$ cat src/rtl/boa_branch_predictor.sv
// Direct-mapped branch target buffer with 2-bit saturating direction counters.
// Lookup is combinational from stored state; updates, flush and reset land on the rising edge.
module boa_branch_predictor #(
    parameter int unsigned ENTRIES  = 16,
    parameter int unsigned TAG_BITS = 8,
    parameter logic [1:0]  CTR_INIT = 2'b01
) (
    input  logic        clk,
    input  logic        rst,
    input  logic        lk_valid,
    input  logic [31:1] lk_pc,
    output logic        lk_hit,
    output logic        lk_taken,
    output logic [31:1] lk_target,
    input  logic        up_valid,
    input  logic [31:1] up_pc,
    input  logic        up_taken,
    input  logic        up_jump,
    input  logic [31:1] up_target,
    input  logic        flush,
    output logic [31:0] perf_lookups,
    output logic [31:0] perf_hits
);

    localparam int unsigned IDX    = $clog2(ENTRIES);
    localparam int unsigned TAG_LO = IDX + 1;
    localparam int unsigned TAG_HI = IDX + TAG_BITS;

    localparam logic [1:0] CTR_SN = 2'b00;
    localparam logic [1:0] CTR_WT = 2'b10;
    localparam logic [1:0] CTR_ST = 2'b11;

    typedef struct packed {
        logic [TAG_BITS-1:0] tag;
        logic [31:1]         target;
        logic [1:0]          ctr;
    } entry_t;

    // Payload storage is unreset; the valid vector alone gates visibility.
    entry_t             entry_q [ENTRIES];
    logic [ENTRIES-1:0] valid_q;

    logic [IDX-1:0]      lk_idx;
    logic [TAG_BITS-1:0] lk_tag;
    entry_t              lk_ent;

    logic [IDX-1:0]      up_idx;
    logic [TAG_BITS-1:0] up_tag;
    entry_t              up_ent;
    entry_t              up_ent_d;
    logic                up_hit;
    logic                up_we;

    // PC bits above the tag field do not participate in indexing or matching.
    logic unused_pc_hi;
    assign unused_pc_hi = ^{lk_pc[31:TAG_HI+1], up_pc[31:TAG_HI+1]};

    assign lk_idx = lk_pc[IDX:1];
    assign lk_tag = lk_pc[TAG_HI:TAG_LO];
    assign lk_ent = entry_q[lk_idx];

    assign up_idx = up_pc[IDX:1];
    assign up_tag = up_pc[TAG_HI:TAG_LO];
    assign up_ent = entry_q[up_idx];

    // Lookup path: reads pre-edge state, so a same-index update is not forwarded.
    always_comb begin
        lk_hit    = 1'b0;
        lk_taken  = 1'b0;
        lk_target = '0;
        if (lk_valid && valid_q[lk_idx] && (lk_ent.tag == lk_tag)) begin
            lk_hit    = 1'b1;
            lk_taken  = lk_ent.ctr[1];
            lk_target = lk_ent.target;
        end
    end

    assign up_hit = valid_q[up_idx] && (up_ent.tag == up_tag);
    assign up_we  = up_valid && !flush && !rst;

    // Next entry contents: allocate on miss, train counter/target on hit.
    always_comb begin
        up_ent_d = up_ent;
        if (!up_hit) begin
            up_ent_d.tag    = up_tag;
            up_ent_d.target = up_target;
            if (up_jump) begin
                up_ent_d.ctr = CTR_ST;
            end else if (up_taken) begin
                up_ent_d.ctr = CTR_WT;
            end else begin
                up_ent_d.ctr = CTR_INIT;
            end
        end else begin
            if (up_jump) begin
                up_ent_d.ctr = CTR_ST;
            end else if (up_taken) begin
                up_ent_d.ctr = (up_ent.ctr == CTR_ST) ? CTR_ST : up_ent.ctr + 2'd1;
            end else begin
                up_ent_d.ctr = (up_ent.ctr == CTR_SN) ? CTR_SN : up_ent.ctr - 2'd1;
            end
            if (up_taken) begin
                up_ent_d.target = up_target;
            end
        end
    end

    // Valid bits: reset beats flush, flush beats update.
    always_ff @(posedge clk) begin
        if (rst) begin
            valid_q <= '0;
        end else if (flush) begin
            valid_q <= '0;
        end else if (up_valid) begin
            valid_q[up_idx] <= 1'b1;
        end
    end

    always_ff @(posedge clk) begin
        if (up_we) begin
            entry_q[up_idx] <= up_ent_d;
        end
    end

    // Performance counters survive flush and wrap naturally.
    always_ff @(posedge clk) begin
        if (rst) begin
            perf_lookups <= '0;
            perf_hits    <= '0;
        end else begin
            perf_lookups <= perf_lookups + 32'(lk_valid);
            perf_hits    <= perf_hits + 32'(lk_hit);
        end
    end

endmodule

$ cat config.mk
export PLATFORM = sky130hd
export DESIGN_NAME = boa_branch_predictor
export DESIGN_NICKNAME = d
export VERILOG_FILES = /design/src/rtl/boa_branch_predictor.sv
export SDC_FILE = /design/constraint.sdc
export NUM_CORES = 1
export LEC_CHECK = 0
export CORE_MARGIN = 2
export CORE_UTILIZATION = 40
export DETAILED_ROUTE_END_ITERATION = 8
export PLACE_DENSITY_LB_ADDON = 0.08
export SLEW_MARGIN = 30
export SYNTH_ARGS = -nofsm -noshare
export SYNTH_HDL_FRONTEND = slang
export SYNTH_SLANG_ARGS = --single-unit
export TNS_END_PERCENT = 20
$ cat constraint.sdc
create_clock -name clk -period 5.54 [get_ports clk]
set_input_delay 0.831 -clock clk [delete_from_list [all_inputs] [get_ports clk]]
set_output_delay 0.831 -clock clk [all_outputs]
set_load 0.02 [all_outputs]
==> parameters.txt <==
Parameter                              Value

Floorplan
  Number of ports placed on the die boundary    about 200
  Floorplan row count    about 110
  Horizontal die dimension    between 200 and 300 um
  Height of the chip    294 um
  Initial core utilization    0.404
  Die Footprint    a little under 90000 sq um
  Area of the core    ~84000 sq um

Layout
  N_diodes    0
  Area growth, synth to finish    17.3%
  Final cell count without fillers    3029
  Net count reported at finish    just under 2000
  Share of cells above drive strength 1    0.331

Power
  Pleak    about 13 nW
  Power Density    between 300 and 400 nW/um^2
  Clock share of power    0.436
  Internal power    around 9.6 mW
  Max IR drop VDD    between 0.0002 and 0.00025 V
  Relative contribution of combinational cells to total power    0.069
  Flop pwr share    0.495
  Net switching share of the total power    0.218
  Net switching component of the power    approximately 2.7 mW

Synthesis
  Prevailing post-synth register cell    sky130_fd_sc_hd__edfxtp_1
  Library cells used by synthesis    43
  Post-Synth XOR/XNOR Area    0.0177
  Post-synthesis cell type with the largest combined area    sky130_fd_sc_hd__edfxtp_1
  Syn Nets    approximately 1800
  Area fraction in compound gates after synthesis    0.0108
  Average instance area after synthesis    20.0 sq um
  Multiplexer fraction of the synthesized cell area    0.287
  Number of warnings issued by yosys    0
  Flops & latches, synth    around 740
  Cells taking the most area after synthesis    sky130_fd_sc_hd__edfxtp_1 (58%), sky130_fd_sc_hd__mux4_2 (27%), sky130_fd_sc_hd__dfxtp_1 (4.7%)
  Adder and majority cell fraction of the synthesized area    0.00148
  Fraction of registers with async set or reset after synthesis    0
  Mapped Area    33700 sq um
  Synthesized instance count    around 1700
  Number of flops mapped to enable cells by yosys    ~660
  Main combinational cell family by area after synthesis    multiplexers
  Post-Synth Simple-Gate Area    0.0360
  Yosys top cell area share    0.584
  Proportion of synthesized chip area in sequential cells    0.631

STA
  RSZ-0062 raised after global routing    false
  Worst-margin pin slew    between 900 and 1000 ps
  Final period util    0.948
  Clock skew after layout    between 20 and 25 ps
  Maximum clock frequency    between 0.15 and 0.2 GHz
  Final critical delay including setup and external delays    5250 ps
  Final WS setup    slightly below 300 ps
  Normalized max-slew margin    0.345
  Number of failing setup endpoints in the final timing report    0
  Final slew viol count    0
  Number of hold violations in the final report    0

Global route
  Global Route Usage Sum    0.214
  Highest-utilization routing layer at the global route stage    met2
  Pin count of the biggest net entering global routing    between 60 and 70
  Global-route wire length before repair    133 mm
  Number of antenna violations at the first check in global routing    3
  Grt met3 use    0.0335
  Total gr overflow    0
  Met2 track utilization from global routing    0.350
  Number of global-route vias before repair    19200
  Met1 Track Usage GR    0.302

Clock tree
  CTS buffer count    84
  Post-CTS Hold Fix Bufs    0
  Clk sinks    roughly 740
  Depth of the CTS H-tree    3
  Setup repair bufs after CTS    0
  Clock slew at the register clock pins of the worst setup and hold paths    60 ps
  Clock latency at the later pin of the worst-skew pair    roughly 620 ps
  CTS tree    built
  CTS root buf    sky130_fd_sc_hd__clkbuf_16
  Maximum count of clock buffers along a single path    3
  Number of gates resized after cts    0

Job
  Count of max-cap constraint violations    0

Critical path
  Nature of the critical path endpoint    output pin
  Maximum net fanout on the critical path    22
  Arr. time, crit path    approximately 4400 ps
  Type of the setup path with the least slack    in -> out
  Required time at the endpoint of the critical path    4710 ps
  Startpoint Class    primary input

Routing
  Number of design rule violations left after detail routing    0
  Number of routed nets with antenna violations    0
  Post-Route WL    91.6 mm
  Average wire per cell in the routed design    ~30 um
  Avg Vias per Cell    around 6
  Drt first pass iters    5
  Count of vias placed by the detailed router    between 15000 and 20000
  DRT iter0 DRCs    between 1500 and 2000

Status
  Result of the run    finished clean

Place
  Final GP Congestion    0.762
  Post-placement setup slack    185 ps
  Port Buffer Count    158
  Post-detail-place hpwl    52.2 mm
  Cell total after placement    ~2900

Hold path
  Classification of the worst-slack hold path    reg -> reg
layout make-up:
| type | instances | area (sq um) |
|---|---|---|
| well taps | 1080 | 1350 |
| clock inverters | 39 | 365 |
| flip-flops and latches | 736 | 21300 |
| repair buffers | 235 | 2260 |
| inverters | 7 | 26.3 |
| fillers | 6939 | 44000 |
| multi-input cells | 821 | 12000 |
| clock buffers | 111 | 2240 |
state kept, by name, summed over array words and instances (netlist names):
register      cells
perf_hits        32
entry_q         656
perf_lookups     32
valid_q          16
cell usage after synthesis (4+ instances only):
| cell type | count |
|---|---|
| sky130_fd_sc_hd__edfxtp_1 | 656 |
| sky130_fd_sc_hd__mux4_2 | 399 |
| sky130_fd_sc_hd__dfxtp_1 | 80 |
| sky130_fd_sc_hd__nor2_1 | 72 |
| sky130_fd_sc_hd__clkbuf_1 | 67 |
| sky130_fd_sc_hd__and3_1 | 42 |
| sky130_fd_sc_hd__xor2_1 | 37 |
| sky130_fd_sc_hd__nand2_1 | 32 |
| sky130_fd_sc_hd__xnor2_1 | 31 |
| sky130_fd_sc_hd__buf_1 | 29 |
| sky130_fd_sc_hd__mux2_2 | 28 |
| sky130_fd_sc_hd__nand3_1 | 25 |
| sky130_fd_sc_hd__mux2i_1 | 20 |
| sky130_fd_sc_hd__a21o_1 | 18 |
| sky130_fd_sc_hd__buf_2 | 18 |
| sky130_fd_sc_hd__or3_1 | 18 |
| sky130_fd_sc_hd__a21oi_1 | 13 |
| sky130_fd_sc_hd__o21ai_0 | 12 |
| sky130_fd_sc_hd__nor2b_1 | 11 |
| sky130_fd_sc_hd__nand4_1 | 10 |
| sky130_fd_sc_hd__nor3_1 | 10 |
| sky130_fd_sc_hd__inv_1 | 7 |
| sky130_fd_sc_hd__and4_1 | 6 |
| sky130_fd_sc_hd__mux4_1 | 5 |
| sky130_fd_sc_hd__buf_6 | 4 |
| sky130_fd_sc_hd__ha_1 | 4 |
| sky130_fd_sc_hd__nand2b_1 | 4 |
cells in the final DEF, fill, tap and decap left out, types with 11 or more instances in the layout:
| master | Yosys | final |
|---|---|---|
| sky130_fd_sc_hd__edfxtp_1 | 656 | 656 |
| sky130_fd_sc_hd__mux4_2 | 399 | 399 |
| sky130_fd_sc_hd__clkdlybuf4s50_1 | 0 | 149 |
| sky130_fd_sc_hd__clkbuf_16 | 0 | 85 |
| sky130_fd_sc_hd__dfxtp_1 | 80 | 80 |
| sky130_fd_sc_hd__buf_4 | 3 | 71 |
| sky130_fd_sc_hd__nor2_1 | 72 | 60 |
| sky130_fd_sc_hd__and3_1 | 42 | 42 |
| sky130_fd_sc_hd__xor2_1 | 37 | 37 |
| sky130_fd_sc_hd__nand2_1 | 32 | 32 |
| sky130_fd_sc_hd__xnor2_1 | 31 | 30 |
| sky130_fd_sc_hd__mux2_2 | 28 | 28 |
| sky130_fd_sc_hd__nand3_1 | 25 | 25 |
| sky130_fd_sc_hd__clkbuf_1 | 67 | 24 |
| sky130_fd_sc_hd__mux2i_1 | 20 | 20 |
| sky130_fd_sc_hd__or3_1 | 18 | 18 |
| sky130_fd_sc_hd__a21o_1 | 18 | 18 |
| sky130_fd_sc_hd__clkinv_2 | 0 | 14 |
| sky130_fd_sc_hd__a21oi_1 | 13 | 13 |
| sky130_fd_sc_hd__nor2_4 | 0 | 12 |
| sky130_fd_sc_hd__o21ai_0 | 12 | 12 |
| sky130_fd_sc_hd__clkinv_1 | 0 | 12 |
| sky130_fd_sc_hd__nor2b_1 | 11 | 11 |
metrics by stage:
stage                     hold slack (ps)  instance area [sq um]  total power, mW  TNS, ps   util
after floorplan                       436                  33700             6.76   -33590      -
after global placement                446                  37000             7.04        0  0.442
after detailed placement              462                  37000             7.05        0  0.442
after CTS                             476                  39600             12.4        0  0.474
after global routing                  498                  39600             12.7        0  0.474
final                                 479                  39600             12.3        0  0.474
cells by family after synthesis:
| logic type | count (synthesis) |
|---|---|
| flip-flops | 736 |
| multiplexers | 455 |
| AND/OR/NAND/NOR | 238 |
| buffers and inverters | 128 |
| XOR/XNOR | 68 |
| AO/OA/AOI/OAI | 56 |
| adder cells (fa/ha/maj) | 4 |
routing by layer:
metal,routed length [um],share of wire
met2,45000,0.49
met5,25,0.00027
met3,5030,0.055
met4,1590,0.017
met1,40000,0.44
worst paths after layout:
kind	start	end	slack (ps)	cells after the start
min	valid_q[3]	valid_q[3]	480	1
max	lk_pc[1]	lk_taken	290	9
min reg2reg	valid_q[3]	valid_q[3]	480	1
max reg2reg	entry_q[15][33]	perf_hits[26]	980	15
critical path, cell delays in order:
cell and delay (ps):
sky130_fd_sc_hd__buf_8 230, sky130_fd_sc_hd__mux4_2 560, sky130_fd_sc_hd__mux4_2 490, sky130_fd_sc_hd__xnor2_1 230, sky130_fd_sc_hd__nand4_1 230, sky130_fd_sc_hd__nor4_2 430, sky130_fd_sc_hd__buf_4 420, sky130_fd_sc_hd__and3_1 330
sky130_fd_sc_hd__clkdlybuf4s50_1 650
power groups by stage:
stage	logic, mW	clock network, mW	registers (mW)
CTS	0.859	5.48	6.08
global route	0.900	5.72	6.08
floorplan	0.568	0	6.19
global placement	0.851	0	6.19
finish	0.843	5.36	6.08
detailed placement	0.858	0	6.19
Power figures use the tool's default switching activity.
